==> config.mk <==
export PLATFORM = sky130hd
export DESIGN_NAME = linear_layer_start_fifo_srl
export DESIGN_NICKNAME = d
export VERILOG_FILES = /design/src/rtl/linear_layer_start_fifo_srl.sv
export SDC_FILE = /design/constraint.sdc
export NUM_CORES = 1
export LEC_CHECK = 0
export ABC_AREA = 1
export BUFFER_PORTS_ARGS = -buffer_cell sky130_fd_sc_hd__buf_2
export CAP_MARGIN = 40
export CORE_AREA = 2 2 39 41
export DETAILED_ROUTE_END_ITERATION = 16
export DIE_AREA = 0 0 41 43
export PLACE_DENSITY = 0.62
export SLEW_MARGIN = 40
export SYNTH_ARGS = -nofsm -noshare
export SYNTH_HDL_FRONTEND = slang
export SYNTH_SLANG_ARGS = --single-unit
==> constraint.sdc <==
create_clock -name clk -period 1.3 [get_ports clk]
set_clock_uncertainty 0.15 [all_clocks]
set_input_delay 0 -clock clk [delete_from_list [all_inputs] [get_ports clk]]
set_output_delay 0 -clock clk [all_outputs]
set_load 0.005 [all_outputs]
==> src/rtl/linear_layer_start_fifo_srl.sv <==
// Start-token FIFO between an upstream HLS process and a downstream PE.
// SRL-style storage: writes shift in at entry 0, reads select the oldest
// entry through an occupancy pointer; ap_fifo full_n/empty_n handshakes.
//
// Ports:
//   clk, reset          : clock, synchronous active-high reset
//   if_full_n           : 1 = a write will be accepted
//   if_write_ce/if_write: write enable / request, if_din write data
//   if_empty_n          : 1 = if_dout holds the oldest valid entry
//   if_read_ce/if_read  : read enable / request
//   if_dout             : oldest entry, combinational from storage
//   if_num_data_valid   : registered occupancy, 0..DEPTH
module linear_layer_start_fifo_srl #(
  parameter int DATA_WIDTH = 1,
  parameter int ADDR_WIDTH = 1,
  parameter int DEPTH      = 2
) (
  input  logic                  clk,
  input  logic                  reset,
  output logic                  if_full_n,
  input  logic                  if_write_ce,
  input  logic                  if_write,
  input  logic [DATA_WIDTH-1:0] if_din,
  output logic                  if_empty_n,
  input  logic                  if_read_ce,
  input  logic                  if_read,
  output logic [DATA_WIDTH-1:0] if_dout,
  output logic [ADDR_WIDTH:0]   if_num_data_valid
);

  localparam int PW = ADDR_WIDTH + 1;

  localparam logic [PW-1:0] PTR_EMPTY = '1;
  localparam logic [PW-1:0] PTR_ZERO  = '0;
  localparam logic [PW-1:0] PTR_ONE   = PW'(1);
  localparam logic [PW-1:0] PTR_NFULL = PW'(DEPTH - 2);

  // Pointer to the oldest entry; all ones means empty.
  logic [PW-1:0] ptr_q, ptr_d;
  logic          full_n_q, full_n_d;
  logic          empty_n_q, empty_n_d;
  logic [PW-1:0] count_q, count_d;

  logic [DATA_WIDTH-1:0] mem_q [DEPTH];
  logic [DATA_WIDTH-1:0] mem_d [DEPTH];

  logic push;
  logic pop;

  logic [ADDR_WIDTH-1:0] rd_idx;

  assign push = if_write & if_write_ce & full_n_q;
  assign pop  = if_read & if_read_ce & empty_n_q;

  // Shift register: push moves every entry one slot older.
  always_comb begin
    for (int i = 0; i < DEPTH; i++) begin
      mem_d[i] = mem_q[i];
    end
    if (push) begin
      for (int i = DEPTH - 1; i > 0; i--) begin
        mem_d[i] = mem_q[i-1];
      end
      mem_d[0] = if_din;
    end
  end

  // Pointer and flag update. Push+pop together keeps both unchanged;
  // the shift itself brings the next-oldest entry under the pointer.
  always_comb begin
    ptr_d     = ptr_q;
    full_n_d  = full_n_q;
    empty_n_d = empty_n_q;
    if (push && !pop) begin
      ptr_d     = ptr_q + PTR_ONE;
      empty_n_d = 1'b1;
      full_n_d  = (ptr_q != PTR_NFULL);
    end else if (pop && !push) begin
      ptr_d     = ptr_q - PTR_ONE;
      full_n_d  = 1'b1;
      empty_n_d = (ptr_q != PTR_ZERO);
    end
    count_d = ptr_d + PTR_ONE;
  end

  always_ff @(posedge clk) begin
    if (reset) begin
      ptr_q     <= PTR_EMPTY;
      full_n_q  <= 1'b1;
      empty_n_q <= 1'b0;
      count_q   <= '0;
    end else begin
      ptr_q     <= ptr_d;
      full_n_q  <= full_n_d;
      empty_n_q <= empty_n_d;
      count_q   <= count_d;
    end
  end

  // Storage is not reset; contents are logically discarded via ptr_q.
  always_ff @(posedge clk) begin
    for (int i = 0; i < DEPTH; i++) begin
      mem_q[i] <= mem_d[i];
    end
  end

  assign rd_idx = ptr_q[ADDR_WIDTH-1:0];

  // Out-of-range index only occurs while empty when DEPTH < 2**ADDR_WIDTH.
  always_comb begin
    if_dout = '0;
    for (int i = 0; i < DEPTH; i++) begin
      if (rd_idx == ADDR_WIDTH'(i)) begin
        if_dout = mem_q[i];
      end
    end
  end

  assign if_full_n         = full_n_q;
  assign if_empty_n        = empty_n_q;
  assign if_num_data_valid = count_q;

endmodule

Word level (Yosys, flattened, before mapping)
Memories as Yosys holds them, arrays and structs flattened.
Index checks and enable logic that the tools add are counted.
Word-level totals
  word-level logic and storage cells: 26
  bits in writable memories: 2
  bits in latches: 0
  memories: 1
  register bits: 6
  ROM bits: 0
Cells by class
  bitwise gates (word level): 4
  shift-type cells: 0
  div/mod/pow operators: 0
  $lt $le $gt $ge: 0
  multiplexer cells: 8
  reductions and logical operators: 6
  add/sub/neg operators: 3
  multiply operators: 0
  eq/ne operators: 0
Memory list
  mem_q: depth 2, bits a word 1, rd ports 2, clocked after Yosys merged registers in 0, write ports 2, line 44  | logic [DATA_WIDTH-1:0] mem_q [DEPTH];
Operator list (count)
  $mux 2: 3
  $mux 1: 5
  $add 2x1->2 const B: 2
  $and 1x1->1: 4
  $reduce_bool 2->1: 2
  $logic_and 1x1->1: 2
  $logic_not 1->1: 2
  $sub 2x1->2 const B: 1

Depth between registers and ports, before layout
Gate-level depths: netlist of the first run.
  depth in word-level cells: 7
  gate-level depth with buffers: 10
  depth with buffers taken out: 10

Worst setup path before layout of the first run
OpenSTA, ideal clock, no wires.
  path kind: register -> register
  start: register full_n_q (netlist: if_full_n)
  end: register count_q[1] (netlist: if_num_data_valid[1])
  stages on the path, launching flop included: 9
  data required time: 1.036 ns
  buffers on the path: 0
  path slack: -0.078 ns
  clock period less this slack: 1.378 ns
  setup time: 0.114 ns
  arrival time: 1.114 ns
  path through: dfxtp_1 nand3_1 inv_1 ha_1 nor2_1 nand2_1 nand2_2 nor2_1 nor2_2
On the way
  cells in the longest elaborated chain, start to end: 6
  elaborated cells between the ends (all ways): 7
  classes of those cells: 1 x add/sub; 2 x mux; 1 x bitwise; 3 x reduce/logical
RTL lines
  from (decl): line 40  | logic full_n_q, full_n_d;
  from (signal assigned): line 94  | full_n_q <= full_n_d;
  $and 1x1->1 (*): line 52  | assign push = if_write & if_write_ce & full_n_q;
  net push: line 47  | logic push;
  $logic_not 1->1: line 78  | end else if (pop && !push) begin
  $logic_and 1x1->1: line 78
  $mux 2: line 78
  $mux 2 (*): line 74  | if (push && !pop) begin
  $add 2x1->2 (*): line 83  | count_d = ptr_d + PTR_ONE;
  to (signal assigned): line 96  | count_q <= count_d;
  to (decl): line 42  | logic [PW-1:0] count_q, count_d;
The timed path passes the listed nets; every way through them passes the cells marked *.
A chain may end at the register's enable or synchronous reset.

Final worst setup path of the first run
Same ends and word-level chain as after synthesis.

==> results.py, run 1 <==
metrics = {
    "status": {
        "status": "finished with violations",
        "violations": "negative setup slack",
    },
    "critical_path": {
        "cp_top_family": "simple AND/OR/NAND/NOR gates",
        "reg2reg_depth": 9,
        "required_ns": 1.35,
        "cp_num_buf_inv": 2,
        "slowest_delay_ns": 0.35,
        "reg2reg_slack_ns": -0.02,
        "endpoint_kind": "register",
        "cp-start-kind": "register",
        "r2r-end": "if_num_data_valid[1]",
        "crit_type": "reg -> reg",
        "r2r_start": "if_full_n",
        "cp_cell_sequence": "nand3_4 > inv_4 > ha_2 > inv_1 > nand3_2 > nand2_2 > nand2_1 > nand2_1 > nor2_2",
        "cp_data_arrival_time_ns": 1.37,
        "cp_max_fo": 3,
        "critPathSlowestCell": "dfxtp_2",
        "cp_common_cell": "nand2_1",
    },
    "drt": {
        "first_pass_iters": 2,
        "post_drt_via_cell_ratio": 4.149,
        "postRouteAntennaNets": 0,
        "drt-initial-drc-count": 3,
        "wl_per_cell_um": 9.667,
        "dr_total_vias": 361,
        "drt_wl_total_um": 841,
        "drc": 0,
    },
    "floorplanning": {
        "die-area_um2": 1763,
        "pin_count": 12,
        "core_um2": 1384,
        "initial_core_util_pct": 28.48,
        "rows": 14,
        "die_y_um": 43,
        "die_w_um": 41,
    },
    "clock_network": {
        "cts_buffers": 3,
        "clockBufferDepth": 2,
        "clk_latency_ns": 0.26,
        "cts_tree": "done",
        "h-tree-depth": 1,
        "root_buffer": "clkbuf_4",
        "clock_sinks": 8,
        "clk_pin_slew_worst_paths_ns": 0.06,
    },
    "synthesis": {
        "syn_area_um2": 394.1,
        "synth.area.top_cells": "dfxtp_1 30%, edfxtp_1 15%, ha_1 13%",
        "synth_edf_count": 2,
        "yosysSeqAreaShare_pct": 45.71,
        "synth_top_area_share_pct": 30.48,
        "synth.distinct_cells": 14,
        "ys_ff_latch": 8,
        "yosysTopAreaCell": "dfxtp_1",
        "syn_inst": 46,
        "ys.flop_type": "dfxtp_1",
        "post-synth-top-count-cell": "nand2_1",
        "syn_nets": 57,
        "synth_commonest_cells": "10 x nand2_1, 9 x inv_1, 6 x dfxtp_1",
        "synthArstFlopShare_pct": 0,
        "ys_warn_count": 0,
        "synth.avg_cell_area_um2": 8.568,
    },
    "global_routing": {
        "overflow": 0,
        "antenna_found_initial": 0,
        "grt_pass1_vias": 357,
        "track_usage_pct": 12.61,
        "grt_pass1_wl_um": 1373,
        "grt_max_degree": 6,
    },
    "placed_design": {
        "dp.cells": 78,
        "place_congestion": 0.6451,
        "dpl_cell_area_um2": 554.3,
        "dp_hpwl_um": 540,
        "port_buffers": 11,
    },
    "power": {
        "p_sw_share_pct": 28.48,
        "finalPower_uw": 698.1,
        "pwr_density_cell_nw_per_um2": 1059,
        "p_int_uw": 499.3,
        "power.net_switching_uw": 198.9,
        "p_seq_share_pct": 41.6,
        "vdd_drop_max_uv": 803.2,
        "combPwrFrac_pct": 27.5,
        "p_clk_share_pct": 30.9,
        "leakage_nw": 0.3124,
    },
    "layout": {
        "diodes": 0,
        "synthToLayoutAreaGrowth_pct": 67.30,
        "drive_gt1_share_pct": 60.56,
        "layout.nets": 83,
        "layout.cells.non_filler": 87,
        "fin_area_um2": 659.4,
    },
    "sta": {
        "tightestPinTransition_ns": 0.1691,
        "drv_slew": 0,
        "max_slew_margin_pct": 88.73,
        "finalCriticalPeriod_ns": 1.318,
        "layout_setup_ws_ns": -0.01840,
        "finalCritPeriodShare_pct": 101.4,
        "hold_viol_final": 0,
        "finalSetupViolations": 1,
        "fin_hold_ws_ns": 0.03800,
        "fmax_mhz": 758.5,
        "grt_setup_unrepaired": "yes",
        "finalSetupTns_ns": -0.01840,
    },
    "min_path": {
        "hold_start": "if_write_ce",
        "hold_class": "in -> reg",
        "holdPathStages": 4,
        "holdPathEnd": "if_empty_n",
    },
    "run": {
        "drv_cap": 0,
    },
}
==> area by class of cell <==
type | instances | area, um^2
well taps | 16 | 20.02
inverters | 9 | 36.28
clock buffers | 4 | 26.28
repair buffers | 21 | 135.1
flip-flops and latches | 8 | 182.7
fillers | 128 | 724.4
multi-input cells | 29 | 259.0
==> per-layer routing <==
layer | share of wire [%] | track usage, % | routed length [um]
met2 | 51 | 18.13 | 429
met5 | 0 | 0 | 0
met3 | 6.3 | 7.853 | 53
met1 | 39 | 13.07 | 328
met4 | 3.4 | 8.000 | 29
==> power groups by stage <==
stage          clock network [mW]  registers, mW  logic, mW
2_1_floorplan                   0          0.298     0.0862
3_3_place_gp                    0          0.295      0.147
3_5_place_dp                    0          0.295      0.149
4_1_cts                     0.222          0.290      0.175
5_1_grt                     0.232          0.293      0.215
6_report                    0.216          0.290      0.192
==> worst register-to-register path, stage by stage, from the launching register on <==
cell,delay (ns)
dfxtp_2,0.35
nand3_4,0.10
inv_4,0.09
ha_2,0.19
inv_1,0.05
nand3_2,0.08
nand2_2,0.06
nand2_1,0.05
nand2_1,0.06
nor2_2,0.09
==> stage by stage <==
| step | util [%] | setup WS [ns] |
|---|---|---|
| 6_report | 47.65 | -0.01840 |
| 5_1_grt | 47.65 | -0.1179 |
| 4_1_cts | 46.29 | -0.01087 |
| 3_5_place_dp | 40.05 | -0.06782 |
| 3_3_place_gp | 40.05 | -0.02579 |
| 2_1_floorplan | - | 0.00009759 |
==> timing repair <==
action / 4_1_cts / 5_1_grt
hold buffers: 2 / 0
endpoints found under the hold margin: 7 / 0
resized for setup: 5 / 4
pin swaps: 1 / 5
endpoints found under the setup margin: 4 / 4
buffers inserted: 2 / 1
==> worst max path at each step <==
stage / start / to / depth (start not counted) / slack, ns
final: if_full_n / if_num_data_valid[1] / 9 / -0.02
after global routing: if_empty_n / if_num_data_valid[1] / 10 / -0.12
after CTS: if_empty_n / if_num_data_valid[1] / 10 / -0.01
after detailed placement: if_empty_n / if_num_data_valid[1] / 10 / -0.07
after global placement: if_empty_n / if_num_data_valid[1] / 10 / -0.03
after floorplan: ptr_q[0] / if_num_data_valid[1] / 8 / 0.0001
==> cells in the final DEF, fill, tap and decap left out, types with 3 or more instances in the layout <==
master    instances
nor2_2            4
buf_2            11
nand2_2           3
dfxtp_1           4
inv_1             6
nand2_1           9
buf_4             8
clkbuf_4          3
ha_4              3
==> sequential cells by signal (all words and copies together), names as in the netlist <==
register and flops:
if_empty_n 1, if_full_n 1, mem_q 2, if_num_data_valid 2
ptr_q 2
==> kinds of logic (layout without fill, tap and decap cells) <==
logic type                 count (synthesis)  count (layout)  share of synthesized area, %
and+or+nand+nor                           20              20                         23.81
buffers and inverters                      9              34                         8.571
DFF                                        8               8                         45.72
AOI/OAI and AO/OA                          5               5                         9.208
adders and majority gates                  4               4                         12.70
(Power assumes the default switching activity.)
==> run 2, diff against run 1 <==
--- a/config.mk
+++ b/config.mk
@@ -11,7 +11,7 @@
 export CORE_AREA = 2 2 39 41
 export DETAILED_ROUTE_END_ITERATION = 16
 export DIE_AREA = 0 0 41 43
-export PLACE_DENSITY = 0.62
+export PLACE_DENSITY = 0.57
 export SLEW_MARGIN = 40
 export SYNTH_ARGS = -nofsm -noshare
 export SYNTH_HDL_FRONTEND = slang
==> run 2 against run 1 <==
Against the previous run:
- the run still ends with negative setup slack left
- utilization is 1.2 points lower
- non-clock buffer count down 1
- register-to-register slack about the same
- setup slack improved by 0.013 ns
- via count did not move
- sequential share of layout area is 0.70 points higher
- wire length decreased by 12%
- die area unchanged
- power shrank 2.5%
- critical endpoint unchanged
- critical path type unchanged
- worst hold slack improved by 0.018 ns
- sequential power barely moved
==> results.py, run 2 (same netlist as run 1, synthesis figures left out) <==
metrics = {
    "clock_network": {
        "cts_tree": "done",
        "clockBufferDepth": 2,
        "clk_latency_ns": 0.26,
        "root_buffer": "clkbuf_4",
        "clock_sinks": 8,
        "cts_buffers": 3,
        "h-tree-depth": 1,
        "clk_pin_slew_worst_paths_ns": 0.06,
    },
    "critical_path": {
        "cp-start-kind": "register",
        "cp_data_arrival_time_ns": 1.31,
        "cp_max_fo": 3,
        "required_ns": 1.30,
        "crit_type": "reg -> reg",
        "endpoint_kind": "register",
    },
    "global_routing": {
        "overflow": 0,
        "grt_pass1_wl_um": 1324,
        "track_usage_pct": 12.69,
        "antenna_found_initial": 0,
        "grt_max_degree": 6,
        "grt_pass1_vias": 361,
    },
    "placed_design": {
        "port_buffers": 11,
        "pre_cts_slack_ns": -0.04381,
        "dp_hpwl_um": 559,
        "place_congestion": 0.6996,
    },
    "layout": {
        "diodes": 0,
        "nFillCells": 127,
        "layout.nets": 82,
        "drive_gt1_share_pct": 57.14,
        "synthToLayoutAreaGrowth_pct": 63.17,
        "mostFrequentLayoutCell": "buf_2",
        "mostFrequentLayoutCells": "11 x buf_2, 9 x nand2_1, 7 x buf_4",
        "final_util_pct": 46.47,
    },
    "drt": {
        "drc": 0,
        "drt_wl_total_um": 740,
        "wl_per_cell_um": 8.605,
        "drt-initial-drc-count": 4,
        "first_pass_iters": 2,
        "dr_total_vias": 361,
        "post_drt_via_cell_ratio": 4.198,
        "postRouteAntennaNets": 0,
    },
    "sta": {
        "fmax_mhz": 766.0,
        "hold_viol_final": 0,
        "finalCritPeriodShare_pct": 100.4,
        "max_slew_margin_pct": 85.65,
        "grt_setup_unrepaired": "yes",
        "tightestPinTransition_ns": 0.2152,
        "drv_slew": 0,
        "layout_setup_ws_ns": -0.005419,
        "finalCriticalPeriod_ns": 1.305,
        "finalSetupTns_ns": -0.005419,
        "finalSetupViolations": 1,
    },
    "floorplanning": {
        "rows": 14,
        "initial_core_util_pct": 28.48,
        "die-area_um2": 1763,
        "pin_count": 12,
        "die_w_um": 41,
        "die_y_um": 43,
        "core_um2": 1384,
    },
    "status": {
        "status": "finished with violations",
        "violations": "negative setup slack",
    },
    "power": {
        "vdd_drop_max_uv": 461.1,
        "leakage_nw": 0.3077,
        "pwr_density_cell_nw_per_um2": 1059,
    },
    "run": {
        "drv_cap": 0,
    },
    "min_path": {
        "hold_class": "in -> reg",
    },
}
-- run 2: changes by cell type in the layout (fill, tap and decap cells not counted), sizes merged --
cell,change
buf,-1
-- run 2: power breakdown --
| group | switching [mW] | internal (mW) |
|---|---|---|
| clock network | 0.0949 | 0.118 |
| logic | 0.0836 | 0.0943 |
| registers | 0.0102 | 0.280 |
| total | 0.189 | 0.492 |
-- run 2: final cells by class --
type	count	area, um^2	area share (%)
Inverter	9	36.28	5.642
Clock buffer	4	26.28	4.086
Tap cell	16	20.02	3.113
Sequential cell	8	182.7	28.40
Timing Repair Buffer	20	127.6	19.84
Multi-Input combinational cell	29	250.2	38.91
-- run 2: through the flow --
stage	power (mW)	std cells	hold WS [ns]	instance area [um^2]
after floorplan	0.3839	46	-0.07880	441.7
after global placement	0.4482	79	0.02780	561.8
after detailed placement	0.4510	79	0.02810	561.8
after CTS	0.6918	86	0.06135	640.6
after global routing	0.7385	86	0.06675	643.1
final	0.6810	86	0.05645	643.1
-- run 2: final timing paths --
path,startpoint,end,slack [ns],depth (start not counted)
setup / recovery,ptr_q[0],if_num_data_valid[1],-0.005,8
hold / removal,if_write_ce,if_empty_n,0.06,4
setup reg to reg,ptr_q[0],if_num_data_valid[1],-0.005,8
hold reg to reg,mem_q[0][0],mem_q[0][1],0.31,0
-- run 2: worst max-delay path: stages (launching register included) --
cell and delay (ns):
dfxtp_1 0.34, inv_1 0.09, ha_4 0.23, nand2_1 0.08, nand3_2 0.09, nand2_2 0.09
nand2_1 0.05, nand2_1 0.07, nor2_2 0.03
-- run 2: metal layers --
metal  vias to the layer above  routed length, um  GRT usage [%]
met4                         0                 14          14.00
met2                         9                367          16.56
met1                       156                322          12.99
met3                         2                 34          6.283
li1                        194                  -              -
met5                         -                  0              0
-- run 2: timing repair --
action | 4_1_cts | 5_1_grt
cloned | 0 | 0
gates resized for setup | 5 | 2
buffers inserted | 1 | 0
hold buffers | 2 | 0
endpoints found under the setup margin | 3 | 5
pin swaps | 1 | 4
hold endpoints to repair | 7 | 0
==> run 3, diff against run 2 <==
--- a/config.mk
+++ b/config.mk
@@ -12,6 +12,7 @@
 export DETAILED_ROUTE_END_ITERATION = 16
 export DIE_AREA = 0 0 41 43
 export PLACE_DENSITY = 0.57
+export REMOVE_ABC_BUFFERS = 1
 export SLEW_MARGIN = 40
 export SYNTH_ARGS = -nofsm -noshare
 export SYNTH_HDL_FRONTEND = slang
==> run 3 against run 2 <==
Against the previous run:
- the flow still finishes with violations (negative setup slack)
- register-to-register slack barely moved
- largest power group unchanged
- sequential power about the same
- first-iteration DRC count is 50% lower
- largest cell class unchanged
- sequential share of layout area fell by 1.4 points
- non-clock buffer count increased by 2
- via count grew 5.0%
- clock power shrank 3%
- worst hold slack better by 0.0014 ns
- utilization grew 2.4 points
- global-route usage is 0.13 points lower
- die area unchanged
- combinational power increased by 8%
==> results.py, run 3 (same netlist as run 1, synthesis figures left out) <==
metrics = {
    "status": {
        "status": "finished with violations",
        "violations": "negative setup slack",
    },
    "clock_network": {
        "clockBufferDepth": 2,
        "clk_latency_ns": 0.25,
        "root_buffer": "clkbuf_4",
        "clk_pin_slew_worst_paths_ns": 0.06,
        "cts_tree": "done",
        "h-tree-depth": 1,
        "clock_sinks": 8,
        "cts_buffers": 3,
    },
    "placed_design": {
        "dp_hpwl_um": 577.2,
        "port_buffers": 11,
        "dpl_cell_area_um2": 521.8,
        "place_congestion": 0.7698,
        "pre_cts_slack_ns": -0.1195,
    },
    "floorplanning": {
        "rows": 14,
        "die-area_um2": 1763,
        "die_w_um": 41,
        "die_y_um": 43,
        "initial_core_util_pct": 28.48,
        "pin_count": 12,
        "core_um2": 1384,
    },
    "layout": {
        "final_util_pct": 48.92,
        "synthToLayoutAreaGrowth_pct": 71.75,
        "mostFrequentLayoutCells": "11 x buf_2, 9 x nand2_1, 9 x buf_4",
        "drive_gt1_share_pct": 61.11,
        "diodes": 0,
        "layout.nets": 84,
        "mostFrequentLayoutCell": "buf_2",
        "fin_area_um2": 676.9,
    },
    "critical_path": {
        "cp_cell_sequence": "nand3_4 > inv_2 > ha_4 > inv_2 > nand2_2 > nand3_2 > nand2_2 > nand2_1 > nand2_1 > nor2_2",
        "required_ns": 1.30,
        "reg2reg_slack_ns": -0.02,
        "cp_max_fo": 4,
        "crit_type": "reg -> reg",
        "critPathSlowestCell": "dfxtp_2",
        "cp-start-kind": "register",
        "reg2reg_depth": 10,
        "r2r_start": "if_empty_n",
        "r2r-end": "if_num_data_valid[1]",
        "endpoint_kind": "register",
        "cp_data_arrival_time_ns": 1.32,
        "slowest_delay_ns": 0.35,
    },
    "drt": {
        "wl_per_cell_um": 8.932,
        "drt_wl_total_um": 786,
        "dr_total_vias": 379,
        "drt-initial-drc-count": 2,
        "first_pass_iters": 3,
        "postRouteAntennaNets": 0,
        "post_drt_via_cell_ratio": 4.307,
        "drc": 0,
    },
    "sta": {
        "layout_setup_ws_ns": -0.01760,
        "tightestPinTransition_ns": 0.1680,
        "fmax_mhz": 759.0,
        "finalSetupViolations": 1,
        "finalCriticalPeriod_ns": 1.318,
        "grt_setup_unrepaired": "yes",
        "hold_viol_final": 0,
        "finalCritPeriodShare_pct": 101.4,
        "drv_slew": 0,
        "max_slew_margin_pct": 88.80,
    },
    "global_routing": {
        "antenna_found_initial": 0,
        "track_usage_pct": 12.56,
        "overflow": 0,
        "grt_pass1_wl_um": 1421,
        "grt_max_degree": 6,
        "grt_pass1_vias": 360,
    },
    "power": {
        "vdd_drop_max_uv": 507.9,
        "pwr_density_cell_nw_per_um2": 1018,
        "leakage_nw": 0.3213,
    },
    "min_path": {
        "hold_start": "if_write_ce",
        "hold_class": "in -> reg",
        "holdPathStages": 4,
        "holdPathEnd": "if_empty_n",
    },
    "run": {
        "drv_cap": 0,
    },
}
## run 3: stage by stage
stage          power [mW]  cells  TNS [ns]  hold slack, ns
2_1_floorplan      0.3701     46   -0.1037        -0.07677
3_3_place_gp       0.4363     80   -0.2366         0.03195
3_5_place_dp       0.4389     80   -0.2920         0.03157
4_1_cts            0.6934     87  -0.04711         0.03516
5_1_grt            0.7470     88   -0.2565         0.05920
6_report           0.6891     88  -0.01760         0.05786
## run 3: critical path: cells and delay by family, from the launching register on
kind	cells	cell delay [ns]
AND/OR/NAND/NOR	7	0.45
buffers and inverters	2	0.12
adder cells (fa/ha/maj)	1	0.15
flip-flops	1	0.35
## run 3: layout make-up
cell class                      instances  area, um^2
Fill cell                             138       706.9
Multi-Input combinational cell         29       269.0
Sequential cell                         8       182.7
Timing Repair Buffer                   22       142.6
Inverter                                9       36.28
Clock buffer                            4       26.28
Tap cell                               16       20.02
## run 3: metal layers
layer	up-vias	GRT usage [%]	share of wire (%)
met5	-	0	0
met3	2	4.712	4.3
met2	10	16.25	50
met4	0	12.00	2.8
li1	197	-	-
met1	170	14.84	43
## run 3: what timing repair did
item                                    4_1_cts  5_1_grt
endpoints found under the hold margin         7        0
setup buffers                                 1        1
hold buffers                                  2        0
resized for setup                            19        2
endpoints found under the setup margin        6        5
pin swaps                                     4        7
## run 3: how the worst max path moves through the flow
stage | slack [ns] | depth (start not counted) | from | endpoint
5_1_grt | -0.13 | 10 | if_empty_n | if_num_data_valid[1]
3_3_place_gp | -0.11 | 10 | if_empty_n | if_num_data_valid[1]
3_5_place_dp | -0.12 | 10 | if_empty_n | if_num_data_valid[1]
6_report | -0.02 | 10 | if_empty_n | if_num_data_valid[1]
2_1_floorplan | -0.08 | 8 | if_full_n | if_num_data_valid[1]
4_1_cts | -0.05 | 10 | if_empty_n | if_num_data_valid[1]
## run 3: report_power, final
part / switching (mW) / total, mW / internal (mW)
Clock: 0.0883 / 0.206 / 0.118
Sequential: 0.0104 / 0.290 / 0.280
Combinational: 0.0904 / 0.193 / 0.102
